### src/rtl/pin_entry_collector.sv
// Keypad PIN collector: gathers four BCD digits and presents the assembled code
// with a fixed-length acknowledge pulse on ENTER. Aborts on clear, disable or timeout.
module pin_entry_collector #(
    parameter int unsigned ACK_CYCLES     = 4,
    parameter int unsigned TIMEOUT_CYCLES = 1000
) (
    input  logic        clk,
    input  logic        rst,
    input  logic        pin_enable,
    input  logic        key_valid,
    input  logic [3:0]  key_digit,
    input  logic        key_enter,
    input  logic        key_clear,
    output logic [15:0] code,
    output logic        code_ack,
    output logic [2:0]  digit_count,
    output logic        entry_error,
    output logic        entry_timeout
);

    typedef enum logic [1:0] {IDLE, COLLECT, READY, ACK} state_t;

    localparam logic [15:0] TMR_LAST = 16'(TIMEOUT_CYCLES - 1);
    localparam logic [3:0]  ACK_LAST = 4'(ACK_CYCLES - 1);

    state_t      state, state_nx;
    logic [15:0] code_nx;
    logic        code_ack_nx;
    logic [2:0]  digit_count_nx;
    logic        entry_error_nx, entry_timeout_nx;
    logic [15:0] tmr, tmr_nx;
    logic [3:0]  ack_cnt, ack_cnt_nx;
    logic        digit_ok;

    assign digit_ok = (key_digit <= 4'd9);

    always_ff @(posedge clk) begin
        if (rst) begin
            state         <= IDLE;
            code          <= '0;
            code_ack      <= 1'b0;
            digit_count   <= '0;
            entry_error   <= 1'b0;
            entry_timeout <= 1'b0;
            tmr           <= '0;
            ack_cnt       <= '0;
        end else begin
            state         <= state_nx;
            code          <= code_nx;
            code_ack      <= code_ack_nx;
            digit_count   <= digit_count_nx;
            entry_error   <= entry_error_nx;
            entry_timeout <= entry_timeout_nx;
            tmr           <= tmr_nx;
            ack_cnt       <= ack_cnt_nx;
        end
    end

    always_comb begin
        state_nx         = state;
        code_nx          = code;
        code_ack_nx      = code_ack;
        digit_count_nx   = digit_count;
        entry_error_nx   = 1'b0;
        entry_timeout_nx = 1'b0;
        tmr_nx           = '0;
        ack_cnt_nx       = ack_cnt;

        unique case (state)
            IDLE: begin
                if (pin_enable && !key_clear) begin
                    if (key_enter) begin
                        entry_error_nx = 1'b1;
                    end else if (key_valid) begin
                        if (digit_ok) begin
                            code_nx        = {12'h000, key_digit};
                            digit_count_nx = 3'd1;
                            state_nx       = COLLECT;
                        end else begin
                            entry_error_nx = 1'b1;
                        end
                    end
                end
            end

            // Any strobe leaves tmr_nx at its zero default, restarting the idle window.
            COLLECT, READY: begin
                if (!pin_enable || key_clear) begin
                    digit_count_nx = '0;
                    state_nx       = IDLE;
                end else if (key_enter) begin
                    if (state == READY) begin
                        code_ack_nx = 1'b1;
                        ack_cnt_nx  = '0;
                        state_nx    = ACK;
                    end else begin
                        entry_error_nx = 1'b1;
                        digit_count_nx = '0;
                        state_nx       = IDLE;
                    end
                end else if (key_valid) begin
                    if (state == COLLECT && digit_ok) begin
                        code_nx        = {code[11:0], key_digit};
                        digit_count_nx = digit_count + 3'd1;
                        if (digit_count == 3'd3)
                            state_nx = READY;
                    end else begin
                        entry_error_nx = 1'b1;
                    end
                end else if (tmr == TMR_LAST) begin
                    entry_timeout_nx = 1'b1;
                    digit_count_nx   = '0;
                    state_nx         = IDLE;
                end else begin
                    tmr_nx = tmr + 16'd1;
                end
            end

            ACK: begin
                if (ack_cnt == ACK_LAST) begin
                    code_ack_nx    = 1'b0;
                    digit_count_nx = '0;
                    state_nx       = IDLE;
                end else begin
                    ack_cnt_nx = ack_cnt + 4'd1;
                end
            end
        endcase
    end

endmodule

### config.mk
export PLATFORM = sky130hd
export DESIGN_NAME = pin_entry_collector
export DESIGN_NICKNAME = d
export VERILOG_FILES = /design/src/rtl/pin_entry_collector.sv
export SDC_FILE = /design/constraint.sdc
export NUM_CORES = 1
export LEC_CHECK = 0
export CORE_MARGIN = 5
export CORE_UTILIZATION = 35
export CTS_CLUSTER_DIAMETER = 30
export CTS_CLUSTER_SIZE = 20
export DETAILED_ROUTE_END_ITERATION = 10
export GPL_ROUTABILITY_DRIVEN = 0
export HOLD_SLACK_MARGIN = 0.02
export SETUP_SLACK_MARGIN = 0.02
export SYNTH_ARGS = -nofsm -noshare
export SYNTH_HDL_FRONTEND = slang
export SYNTH_SLANG_ARGS = --single-unit
### constraint.sdc
create_clock -name clk -period 3.1 [get_ports clk]
set_input_delay 0.465 -clock clk [delete_from_list [all_inputs] [get_ports clk]]
set_output_delay 0.465 -clock clk [all_outputs]
set_load 0.02 [all_outputs]
==> metrics, run 1 <==
status complete, no violations; I/O Pins 32; CTS Sinks 44; RSZ-0062 raised after global routing no; Synth Net Count 264; first-pass iteration count of the detailed router 4; critical path class reg -> reg; post_cts resized 0; setup TNS 0 ns; pin count of the biggest net entering global routing 27; Die Ht 88.23 µm; Primary FF master, synth dfxtp_1; Tcrit/Tclk final 0.7716; First DRT Iteration DRCs 86; diode count 0; critical-path maximum fanout 20; Worst Hold Class reg -> reg; Vias per Instance 5.014; clock transition at the registers of the reported paths 0.08 ns; Worst Skew 0.01010 ns; filler cell count 589; post-layout util 0.4358; final WL 4464 µm; Final ANT Viol Nets 0; Leakage 0.8847 nW; # setup viols final 0; # hold bufs at CTS 0; Num CTS Buffers 5; Syn Std Cell Area 0.002142 mm²; Row Count 28; IO Port Bufs 31; Synthesis Warnings 0; GRT Util Overall 0.1206; critical path's slowest cell ha_1; initial core utilization 0.3618; Hold Vio Cnt, Final 0; Tightest Pin Transition 0.6567 ns; worst relative slew slack 0.5622; crit-path cells inv_1 > ha_1 > nor2b_1 > a31oi_1 > or2_1 > nand2_1 > a21oi_1; first-pass GRT wire length 7638 µm; Pins Over Slew Limit 0; Post-synth ARST share 0; Final min period 2.392 ns; H-tree Lvls 2; Post-Syn Instances 245; Max Fclk 418.0 MHz; critical path launch point type register; Critical Path End Type register; EDFF count, synth 0; CP Data Required Time 3.33 ns; die area 0.007785 mm²; Min Hold Slack 0.4534 ns; wire per inst 12.75 µm; #FFs+latches synth 44; fin nets 293; # Post-CTS Setup Buffers 0; CP max stage delay 0.72 ns; drt drc 0; CTS Root Cell clkbuf_8; CP Data Arrival Time 2.62 ns; clk buf depth 2; Unique masters post-synth 52; number of max-cap violations 0; CP delay by family, top adder cells; later-pin clock latency in the skew report 0.29 ns; GR Overflow Total 0; CP Buf/Inv Count 1; core area 0.005921 mm²; Via Count 1755; Syn Area/Cell 8.743 µm²; Worst VDD drop 0.3133 mV; dpl hpwl 3239 µm; Die X 88.23 µm; total chip power 0.001098 W; vias in the first global route 1710; share of cells above drive strength 1 0.08727; most common cell after layout, fill and taps aside dfxtp_1; Seq/Total Area, Yosys 0.4112; TritonCTS clock tree done; Syn-to-layout area delta 20.44%; antenna violations before repair 0; Pwr Density 425.6 mW/mm²; most frequent cells in the layout 44 x dfxtp_1, 31 x clkdlybuf4s50_1, 30 x nand2_1, 27 x nor2_1, 21 x a21oi_1
cell families (layout without fill, tap and decap cells):
logic type / count (synthesis) / in the layout / synth area share
AOI/OAI and AO/OA: 41 / 41 / 0.1262
xor gates and xnor gates: 15 / 15 / 0.06133
adders and majority gates: 9 / 9 / 0.05257
buffers and inverters: 14 / 44 / 0.03796
DFF: 44 / 44 / 0.4112
muxes: 2 / 2 / 0.009346
and+or+nand+nor: 120 / 120 / 0.3014
report_power, final:
part	total [W]	internal [W]	switching (W)
clock	0.000368	0.000178	0.000190
sequential	0.000583	0.000575	0.00000858
combinational	0.000146	0.0000602	0.0000860
total	0.00110	0.000813	0.000285
cell usage after synthesis, types with 2 or more instances:
cell type  number  area (µm²)
o31ai_1         2       15.01
dfxtp_1        44       880.8
buf_2           2       10.01
nor3_1          5       25.02
nor2_1         27       101.4
nor2_2          2       12.51
a211oi_2        2       25.02
buf_6           3       33.78
clkbuf_1        4       15.01
and3_1          5       31.28
mux2i_1         2       20.02
and4_1          2       17.52
xnor2_1         5       43.79
or3_1           4       25.02
a21oi_1        21       105.1
xor2_1         10       87.58
nand4_1         4       25.02
o21ai_0         2       10.01
ha_1            9       112.6
nand3_1        19       95.09
inv_1           4       15.01
nand2b_1        5       31.28
a31oi_1         4       25.02
nand2_1        30       112.6
registers in the layout, summed over array words and instances (netlist names):
signal / flops
state: 2
entry_timeout: 1
entry_error: 1
ack_cnt: 4
code_ack: 1
code: 16
tmr: 16
digit_count: 3
per-layer routing:
layer  track usage  part of all wire
met4       0.02885            0.0094
met1        0.1590              0.48
met2        0.1992              0.46
met5             0                 0
met3       0.02980             0.048
worst paths after layout:
| kind | from | endpoint | slack, ns | depth (start not counted) |
|---|---|---|---|---|
| hold reg to reg | code[12] | code[12] | 0.45 | 2 |
| setup reg to reg | state[1] | code[1] | 0.71 | 7 |
| setup / recovery | state[1] | code[1] | 0.71 | 7 |
| hold / removal | code[12] | code[12] | 0.45 | 2 |
per-stage QoR:
stage / worst slack, ns / std cells / cell area, µm²
after detailed placement: 0.7267 / 342 / 2487
after CTS: 0.6959 / 350 / 2580
after global routing: 0.4702 / 350 / 2580
after floorplan: 1.268 / 245 / 2142
final: 0.7079 / 350 / 2580
after global placement: 0.7627 / 342 / 2487
final cells by class:
type	count	area, µm²	area share
multi-input combinational	187	1180	0.4573
sequential	44	880.8	0.3414
timing repair buffer	32	317.8	0.1232
tap	75	93.84	0.03637
clock buffer	6	82.58	0.03201
inverter	4	15.01	0.005820
clock inverter	2	10.01	0.003880
tightest hold or removal path, stage by stage (launching register included):
cell and delay (ns):
dfxtp_1 0.32, nand2_1 0.05, a21oi_1 0.05
(Power assumes the default switching activity.)
==> run 2: changes to the inputs <==
clock period = 2.15 ns   (was 3.1 ns; I/O delays follow)
==> metrics, run 2 (same netlist as run 1, synthesis figures left out) <==
Pwr Density 660.7 mW/mm²; biggest regs code: 16 flops, tmr: 16 flops, ack_cnt: 4 flops; Max Fclk 530.2 MHz; Worst Setup SP state[1]; dpl cells 349; I/O Pins 32; RSZ-0062 raised after global routing no; total chip power 0.001770 W; first-pass GRT wire length 8079 µm; first-pass iteration count of the detailed router 4; CTS Root Cell clkbuf_8; R2R Setup Slk 0.26 ns; share of cells above drive strength 1 0.1170; # hold bufs at CTS 0; clk buf depth 2; H-tree Lvls 2; R2R Path Start state[1]; clock transition at the registers of the reported paths 0.08 ns; Setup crit end tmr[7]; diode count 0; GRT Util Overall 0.1297; Final min period 1.886 ns; Leakage 0.9367 nW; reg-to-reg endpoint tmr[7]; Final ANT Viol Nets 0; TritonCTS clock tree done; pin count of the biggest net entering global routing 27; filler cell count 585; CP Data Required Time 2.38 ns; number of max-cap violations 0; vias in the first global route 1769; CTS Sinks 44; # setup viols final 0; antenna violations before repair 0; Tcrit/Tclk final 0.8773; final std cells w/o fill 357; later-pin clock latency in the skew report 0.29 ns; worst relative slew slack 0.7109; Final WS setup 0.2638 ns; Worst Skew 0.006070 ns; Die X 88.23 µm; final WL 4491 µm; critical-path maximum fanout 15; dpl hpwl 3291 µm; die area 0.007785 mm²; Hold Vio Cnt, Final 0; initial core utilization 0.3618; Die Ht 88.23 µm; most common cell after layout, fill and taps aside dfxtp_1; critical path launch point type register; Num CTS Buffers 5; core area 0.005921 mm²; setup TNS 0 ns; Via Count 1816; Worst VDD drop 0.3537 mV; critical path class reg -> reg; Setup WS pre-CTS 0.09226 ns; GR Overflow Total 0; fin nets 300; most frequent cells in the layout 44 x dfxtp_1, 31 x clkdlybuf4s50_1, 30 x nand2_1, 27 x nor2_1, 21 x a21oi_1; critical path's slowest cell or4_4; drt drc 0; Pins Over Slew Limit 0; Critical Path End Type register; Worst Hold Class reg -> reg; wire per inst 12.58 µm; First DRT Iteration DRCs 146; Row Count 28; Worst R2R Path Depth 6; Tightest Pin Transition 0.4227 ns; Vias per Instance 5.087; IO Port Bufs 31; status complete, no violations; Syn-to-layout area delta 25.06%; crit-path cells inv_1 > ha_4 > nand3b_4 > or4_4 > nand2b_4 > a21oi_1; CP max stage delay 0.46 ns; Min Hold Slack 0.4554 ns; CP Data Arrival Time 2.12 ns
run 2: changes by cell type in the layout (fill, tap and decap cells not counted):
cell / delta
or2_1: -1
ha_1: -1
ha_4: +1
buf_4: +7
or2_2: +1
bufinv_16: +1
clkbuf_8: +1
clkinv_2: -2
run 2: cell type report:
class / instances / area [µm²] / share of cell area
multi-input combinational: 187 / 1192 / 0.4451
sequential: 44 / 880.8 / 0.3288
timing repair buffer: 39 / 370.4 / 0.1383
clock buffer: 7 / 96.34 / 0.03596
tap: 75 / 93.84 / 0.03503
clock inverter: 1 / 30.03 / 0.01121
inverter: 4 / 15.01 / 0.005605
run 2: report_power, final:
group,internal (W),total [W],switching (W)
Combinational,0.000109,0.000240,0.000131
Clock,0.000410,0.000688,0.000278
Sequential,0.000829,0.000842,0.0000130
run 2: critical path: cells and delay by family, from the launching register on:
family,cells,cell delay (ns)
flops,1,0.39
buf+inv,1,0.12
simple gates,3,0.82
compound gates,1,0.14
fa+ha+maj,1,0.35
run 2: stage by stage:
| step | util | instance area, µm² |
|---|---|---|
| 4_1_cts | 0.4503 | 2666 |
| 3_5_place_dp | 0.4290 | 2540 |
| 6_report | 0.4525 | 2679 |
| 5_1_grt | 0.4525 | 2679 |
| 3_3_place_gp | 0.4290 | 2540 |
| 2_1_floorplan | - | 2142 |
run 2: worst min path at each step:
stage | cells after the start | to | slack, ns | from
global placement | 2 | code[12] | 0.45 | code[12]
finish | 2 | code[13] | 0.46 | code[13]
global route | 2 | code[12] | 0.47 | code[12]
detailed placement | 2 | code[15] | 0.45 | code[15]
floorplan | 2 | ack_cnt[1] | 0.45 | ack_cnt[1]
CTS | 2 | code[13] | 0.46 | code[13]
run 2: per-layer routing:
layer	part of all wire	up-vias	wire length, µm	track usage
met5	0	-	0	0
met4	0.014	0	62	0.04121
met3	0.045	8	203	0.03166
met2	0.47	25	2089	0.2073
met1	0.48	857	2136	0.1728
li1	-	926	-	-
run 2: repair_timing:
item | CTS | global route
setup endpoints to repair | 0 | 33
hold endpoints to repair | 0 | 0
gates resized for setup | 0 | 3
buffers inserted | 0 | 0
